**src/rtl/axis_arb_pkg.sv**
```systemverilog
// Shared types and the round-robin search helper for the AXI-Stream arbiter.
package axis_arb_pkg;

    typedef enum logic [0:0] {
        ARB_IDLE,
        ARB_GRANT
    } arb_state_t;

    // Widest request vector rr_next can scan; callers zero-pad narrower vectors.
    localparam int unsigned MaxSrc = 32;

    // First requesting index strictly after 'last', wrapping modulo 'num'.
    // Returns 'last' when nothing requests.
    function automatic int unsigned rr_next(input logic [MaxSrc-1:0] req,
                                            input int unsigned       num,
                                            input int unsigned       last);
        int unsigned idx;
        int unsigned pick;
        pick = last;
        // Walk from the farthest candidate down so the nearest one wins.
        for (int unsigned k = MaxSrc; k >= 1; k--) begin
            idx = last + k;
            if (idx >= num) begin
                idx = idx - num;
            end
            if ((k <= num) && (idx < MaxSrc) && req[idx[4:0]]) begin
                pick = idx;
            end
        end
        return pick;
    endfunction

endpackage

```
**src/rtl/axis_if.sv**
```systemverilog
// AXI-Stream bundle (data, valid, ready) with master and slave views.
interface axis_if #(
    parameter int unsigned DATA_WIDTH = 32
) ();
    logic [DATA_WIDTH-1:0] tdata;
    logic                  tvalid;
    logic                  tready;

    modport m_axis (output tdata, output tvalid, input tready);
    modport s_axis (input tdata, input tvalid, output tready);
endinterface

```
**src/rtl/axis_rr_pick.sv**
```systemverilog
// Combinational round-robin pick: next requester after the last grant.
module axis_rr_pick
    import axis_arb_pkg::*;
#(
    parameter int unsigned NUM_SRC = 4
) (
    input  logic [NUM_SRC-1:0]         req_i,
    input  logic [$clog2(NUM_SRC)-1:0] last_id_i,
    output logic [NUM_SRC-1:0]         next_grant_o,
    output logic [$clog2(NUM_SRC)-1:0] next_id_o,
    output logic                       found_o
);
    localparam int unsigned IdW = $clog2(NUM_SRC);

    logic [MaxSrc-1:0] req_ext;
    int unsigned       pick;

    // Search the padded request vector and build the one-hot grant.
    always_comb begin
        req_ext                = '0;
        req_ext[NUM_SRC-1:0]   = req_i;
        pick                   = rr_next(req_ext, NUM_SRC, int'(last_id_i));
        found_o                = |req_i;
        next_id_o              = pick[IdW-1:0];
        next_grant_o           = '0;
        if (found_o) begin
            next_grant_o[next_id_o] = 1'b1;
        end
    end
endmodule

```
**src/rtl/axis_rr_arbiter.sv**
```systemverilog
// Round-robin arbiter merging NUM_SRC AXI-Stream sources into one registered
// output stage, granting each source up to BURST_LEN beats at a time.
module axis_rr_arbiter
    import axis_arb_pkg::*;
#(
    parameter int unsigned NUM_SRC        = 4,
    parameter int unsigned AXI_DATA_WIDTH = 32,
    parameter int unsigned BURST_LEN      = 8
) (
    input  logic                                aclk,
    input  logic                                aresetn,
    input  logic [NUM_SRC*AXI_DATA_WIDTH-1:0]   s_tdata,
    input  logic [NUM_SRC-1:0]                  s_tvalid,
    output logic [NUM_SRC-1:0]                  s_tready,
    axis_if.m_axis                              m_axis,
    output logic [NUM_SRC-1:0]                  grant,
    output logic [$clog2(NUM_SRC)-1:0]          grant_id,
    output logic                                busy
);
    localparam int unsigned IdW  = $clog2(NUM_SRC);
    localparam int unsigned CntW = $clog2(BURST_LEN + 1);
    localparam int unsigned W    = AXI_DATA_WIDTH;

    arb_state_t          state_q, state_d;
    logic [NUM_SRC-1:0]  grant_q, grant_d;
    logic [IdW-1:0]      gid_q, gid_d;
    logic [CntW-1:0]     beat_cnt_q, beat_cnt_d;
    logic [W-1:0]        tdata_q, tdata_d;
    logic                tvalid_q, tvalid_d;

    logic [NUM_SRC-1:0]  pick_grant;
    logic [IdW-1:0]      pick_id;
    logic                pick_found;

    logic                out_ready;
    logic                src_valid;
    logic                accept;
    logic                last_beat;
    logic [W-1:0]        src_data;

    axis_rr_pick #(
        .NUM_SRC (NUM_SRC)
    ) u_pick (
        .req_i        (s_tvalid),
        .last_id_i    (gid_q),
        .next_grant_o (pick_grant),
        .next_id_o    (pick_id),
        .found_o      (pick_found)
    );

    // Handshake terms for the currently granted source.
    always_comb begin
        out_ready = !tvalid_q || m_axis.tready;
        src_valid = s_tvalid[gid_q];
        src_data  = s_tdata[gid_q*W +: W];
        accept    = (state_q == ARB_GRANT) && src_valid && out_ready;
        last_beat = (beat_cnt_q == CntW'(BURST_LEN - 1));
    end

    // Next-state for the arbiter FSM, beat counter and output register.
    always_comb begin
        state_d    = state_q;
        grant_d    = grant_q;
        gid_d      = gid_q;
        beat_cnt_d = beat_cnt_q;
        tdata_d    = tdata_q;
        tvalid_d   = tvalid_q;
        s_tready   = '0;

        // Output stage drains on its own, independent of the grant.
        if (accept) begin
            tdata_d  = src_data;
            tvalid_d = 1'b1;
        end else if (m_axis.tready) begin
            tvalid_d = 1'b0;
        end

        unique case (state_q)
            ARB_IDLE: begin
                if (pick_found) begin
                    grant_d    = pick_grant;
                    gid_d      = pick_id;
                    beat_cnt_d = '0;
                    state_d    = ARB_GRANT;
                end
            end
            ARB_GRANT: begin
                s_tready = grant_q & {NUM_SRC{out_ready}};
                if (accept) begin
                    beat_cnt_d = beat_cnt_q + 1'b1;
                    if (last_beat) begin
                        grant_d = '0;
                        state_d = ARB_IDLE;
                    end
                end else if (out_ready && !src_valid) begin
                    // Source paused: give the others a turn.
                    grant_d = '0;
                    state_d = ARB_IDLE;
                end
            end
            default: begin
                state_d = ARB_IDLE;
            end
        endcase
    end

    // State registers; reset points grant_id at the top index so source 0 wins first.
    always_ff @(posedge aclk or negedge aresetn) begin
        if (!aresetn) begin
            state_q    <= ARB_IDLE;
            grant_q    <= '0;
            gid_q      <= IdW'(NUM_SRC - 1);
            beat_cnt_q <= '0;
            tdata_q    <= '0;
            tvalid_q   <= 1'b0;
        end else begin
            state_q    <= state_d;
            grant_q    <= grant_d;
            gid_q      <= gid_d;
            beat_cnt_q <= beat_cnt_d;
            tdata_q    <= tdata_d;
            tvalid_q   <= tvalid_d;
        end
    end

    assign grant         = grant_q;
    assign grant_id      = gid_q;
    assign busy          = (state_q == ARB_GRANT);
    assign m_axis.tdata  = tdata_q;
    assign m_axis.tvalid = tvalid_q;
endmodule
```
**src/flat_wrapper.sv**
```systemverilog
// flat-port wrapper written by rule: the top's interface ports become plain ports
module axis_rr_arbiter_flat import axis_arb_pkg::*;
#(
    parameter int unsigned NUM_SRC        = 4,
    parameter int unsigned AXI_DATA_WIDTH = 32,
    parameter int unsigned BURST_LEN      = 8
)
  (aclk, aresetn, s_tdata, s_tvalid, s_tready, grant, grant_id, busy, m_axis_tdata, m_axis_tvalid, m_axis_tready);
  axis_if m_axis_i ();
  input  logic aclk;
  input  logic aresetn;
  input  logic [NUM_SRC*AXI_DATA_WIDTH-1:0] s_tdata;
  input  logic [NUM_SRC-1:0] s_tvalid;
  output logic [NUM_SRC-1:0] s_tready;
  output logic [NUM_SRC-1:0] grant;
  output logic [$clog2(NUM_SRC)-1:0] grant_id;
  output logic busy;
  output wire logic [$bits(m_axis_i.tdata)-1:0] m_axis_tdata;
  output wire logic [$bits(m_axis_i.tvalid)-1:0] m_axis_tvalid;
  input wire logic [$bits(m_axis_i.tready)-1:0] m_axis_tready;
  assign m_axis_tdata = m_axis_i.tdata;
  assign m_axis_tvalid = m_axis_i.tvalid;
  assign m_axis_i.tready = m_axis_tready;
  axis_rr_arbiter #(.NUM_SRC(NUM_SRC), .AXI_DATA_WIDTH(AXI_DATA_WIDTH), .BURST_LEN(BURST_LEN)) u_core (.aclk(aclk), .aresetn(aresetn), .s_tdata(s_tdata), .s_tvalid(s_tvalid), .s_tready(s_tready), .m_axis(m_axis_i), .grant(grant), .grant_id(grant_id), .busy(busy));
endmodule
```
**config.mk**
```make
export PLATFORM = sky130hd
export DESIGN_NAME = axis_rr_arbiter_flat
export DESIGN_NICKNAME = d
export VERILOG_FILES = /design/src/rtl/axis_arb_pkg.sv /design/src/rtl/axis_if.sv /design/src/rtl/axis_rr_pick.sv /design/src/rtl/axis_rr_arbiter.sv /design/src/flat_wrapper.sv
export SDC_FILE = /design/constraint.sdc
export NUM_CORES = 1
export LEC_CHECK = 0
export CAP_MARGIN = 10
export CORE_ASPECT_RATIO = 1.75
export CORE_MARGIN = 2
export CORE_UTILIZATION = 37
export DETAILED_ROUTE_END_ITERATION = 6
export MAX_ROUTING_LAYER = met4
export PLACE_DENSITY_LB_ADDON = 0.05
export SKIP_LAST_GASP = 1
export SYNTH_ARGS = -nofsm -noshare
export SYNTH_HDL_FRONTEND = slang
export SYNTH_SLANG_ARGS = --single-unit
```
**constraint.sdc**
```tcl
create_clock -name aclk -period 3.8 [get_ports aclk]
set_input_delay 0.76 -clock aclk [delete_from_list [all_inputs] [get_ports aclk]]
set_output_delay 0.76 -clock aclk [all_outputs]
set_load 0.03 [all_outputs]
```
==> run_results.csv <==
group,metric,value,unit
pwr,clkPwrFrac,0.115,
clock_tree,clock-root-buffer,"clkbuf_16",
die,fp.dieArea,8162,um^2
setup_path,arrival,2.30,ns
pwr,p_int,2.186,mW
clock_tree,h-tree-depth,2,
synthesis,syn-num-nets,332,
synthesis,synthCells,191,
synthesis,synth-compound-area-share,0.04870,
timing,relSlewSlack,0.3642,
clock_tree,clock_sinks,44,
pwr,powerDensity,776.0,nW/um^2
timing,fin_skew,0.002776,ns
setup_path,crit_type,"in2out",
die,core_area,7182,um^2
synthesis,synth_xor_area_frac,0.009558,
die,start_util,0.3828,
route,dr.pass1.iters,4,
route,vias,2389,
place,gp_congestion,0.8439,
die,die_h,118.0,um
finish,final_nets,507,
pwr,combPwrFrac,0.633,
clock_tree,clock_latency,0.28,ns
timing,finalWorstSetupSlack,0.7379,ns
timing,finalHoldViolations,0,
synthesis,yosysWarningCount,0,
clock_tree,cts.path.max_buffers,2,
global_routing,use_met3,0.03938,
timing,setup_viol,0,
synthesis,synth_ff_type,"dfrtp_1",
timing,max_freq,326.6,MHz
global_routing,busiest_layer,"met2",
finish,drive_above_1_share,0.2153,
clock_tree,postCtsHoldBufs,0,
pwr,ir_worst_vdd,0.0004493,V
synthesis,synth_area,2749,um^2
setup_path,setup.worst_path.start,"m_axis_tready",
clock_tree,ctsResizeCount,0,
global_routing,use_met2,0.3780,
route,wl,8.002,mm
clock_tree,clk_pin_slew_worst_paths,0.06,ns
route,avgRoutedWirePerCell,17.66,um
setup_path,r2r_start,"u_core.grant_id[0]",
pwr,total_power,3.672,mW
global_routing,grtUsageTotal,0.2048,
place,dp_hpwl,6.518,mm
route,drc,0,
die,dieWidth,69.16,um
clock_tree,cts_buffers,5,
finish,area_growth,72.14,%
global_routing,antenna_found_initial,0,
clock_tree,cts_tree,"built",
min_path,hp-start,"u_core.m_axis.tdata[3]",
pwr,p_sw_frac,0.4046,
die,rows,41,
pwr,switchingPower,1.486,mW
timing,period_minus_slack,3.062,ns
global_routing,grt-ovfl-total,0,
route,drt_iter0_markers,57,
min_path,worstHoldPathCells,1,
synthesis,ys_seq_elements,44,
route,vias_per_cell,5.274,
finish,nFillCells,577,
die,io_pins,179,
synthesis,async_reset_ff_frac,1.000,
setup_path,r2r_cells,6,
synthesis,synth_simple_gate_area_share,0.06281,
clock_tree,cts_setup_buffers,0,
setup_path,end_kind,"output port",
timing,rsz0062_at_grt,"false",
synthesis,synthAdderAreaFrac,0.02731,
timing,drv_slew,0,
global_routing,grt_max_degree,45,
synthesis,synth.area.mux_share,0.4178,
synthesis,synth_cell_types,36,
synthesis,synth_top_family_by_area,"multiplexers",
outcome,status,"complete, no violations",
setup_path,crit_fanout,7,
min_path,hold_class,"reg2reg",
timing,period_share,0.8058,
job,maxCapViolCount,0,
timing,setup_tns,0,ns
synthesis,synth_edf_count,0,
place,dp_slack,0.7527,ns
global_routing,met1_usage,0.2106,
global_routing,grt_pass1_wl,12.92,mm
global_routing,grt_pass1_vias,2618,
synthesis,ys_seq_area_frac,0.4015,
finish,antenna_cells,0,
pwr,pwr-share-seq,0.251,
timing,worst_slew_pin_slew,0.9537,ns
synthesis,syn_area_per_cell,14.39,um^2
setup_path,start_kind,"primary input",
route,ant_nets,0,
place,numPortBuffers,178,
pwr,power.leakage,1.857,nW
setup_path,critPathRequiredTime,3.04,ns
worst max-delay path, stage by stage:
cell and delay [ns]:
clkdlybuf4s50_1 0.44, nand2b_1 0.21, and3_1 0.20, clkdlybuf4s50_1 0.69
logic make-up (layout without fill, tap and decap cells):
family	Yosys count	in the layout
flops	44	44
xor+xnor	3	3
simple gates	34	34
mux	69	69
fa+ha+maj	6	6
compound gates	17	17
buf+inv	18	194
layer usage:
metal / up-vias / wire, um
li1: 1102 / -
met1: 1169 / 2864
met2: 102 / 4508
met3: 16 / 415
met4: 0 / 213
met5: - / 0
sequential cells by signal, summed over array words and instances (netlist names):
name                  flops
u_core.grant_id           2
u_core.m_axis.tdata      32
u_core.beat_cnt_q         4
u_core.busy               1
u_core.m_axis.tvalid      1
u_core.grant              4
synthesized netlist by cell type, types with 2 or more instances:
cell	instances	share of area
a32o_1	2	0.0073
and2_1	2	0.0046
and3_1	4	0.0091
buf_2	5	0.0091
buf_4	2	0.0055
clkbuf_1	5	0.0068
dfrtp_1	42	0.38
dfstp_2	2	0.019
ha_1	6	0.027
inv_1	5	0.0068
mux2_2	33	0.14
mux2i_1	3	0.011
mux4_2	32	0.26
nand2_1	9	0.012
nand2b_1	2	0.0046
nand3_1	4	0.0073
nor2_1	4	0.0055
nor3_1	2	0.0036
nor4_1	2	0.0046
o21ai_0	6	0.011
o2bb2ai_1	2	0.0064
or3_1	2	0.0046
xnor2_1	2	0.0064
metrics by stage:
step | hold WS [ns] | util | cell area (um^2) | cells
after floorplan | 0.4644 | - | 2749 | 191
after global placement | 0.4865 | 0.6385 | 4586 | 445
after detailed placement | 0.4919 | 0.6385 | 4586 | 445
after CTS | 0.5049 | 0.6589 | 4732 | 453
after global routing | 0.5090 | 0.6589 | 4732 | 453
final | 0.5014 | 0.6589 | 4732 | 453
cells in the final DEF (no fill, tap or decap), types with 2 or more instances in the layout:
cell               n
mux2i_1            3
nand3_1            4
nor4_1             2
nand2b_1           2
o2bb2ai_1          2
mux4_2            32
inv_1              5
nor2_1             4
dfrtp_1           42
and2_1             2
dfstp_2            2
ha_1               6
a32o_1             2
clkbuf_1           2
buf_4              3
clkbuf_16          5
xnor2_1            2
clkdlybuf4s50_1  177
and3_1             4
or3_1              2
nand2_1            9
mux2_2            33
o21ai_0            6
nor3_1             2
worst paths after layout:
kind,slack [ns],to
max,0.74,s_tready[2]
min,0.50,u_core.m_axis.tdata[3]
max reg2reg,1.06,u_core.grant[3]
min reg2reg,0.50,u_core.m_axis.tdata[3]
max in group asynchronous,2.57,u_core.m_axis.tdata[16]
min in group asynchronous,0.62,u_core.m_axis.tdata[9]
power groups by stage:
stage               Combinational [mW]  Sequential (mW)  Clock (mW)
floorplan                         1.21             1.26           0
global placement                  2.33            0.928           0
detailed placement                2.35            0.940           0
CTS                               2.36            0.933       0.434
global route                      2.47            0.964       0.455
finish                            2.33            0.923       0.423
final cells by class:
| cell class | instances | area (um^2) | area share |
|---|---|---|---|
| Sequential cell | 44 | 1104 | 0.2332 |
| Inverter | 5 | 18.77 | 0.003966 |
| Timing Repair Buffer | 181 | 1799 | 0.3802 |
| Multi-Input combinational cell | 129 | 1556 | 0.3289 |
| Tap cell | 86 | 107.6 | 0.02274 |
| Clock buffer | 8 | 146.4 | 0.03094 |
No activity file was read; power rests on OpenSTA's default activity.
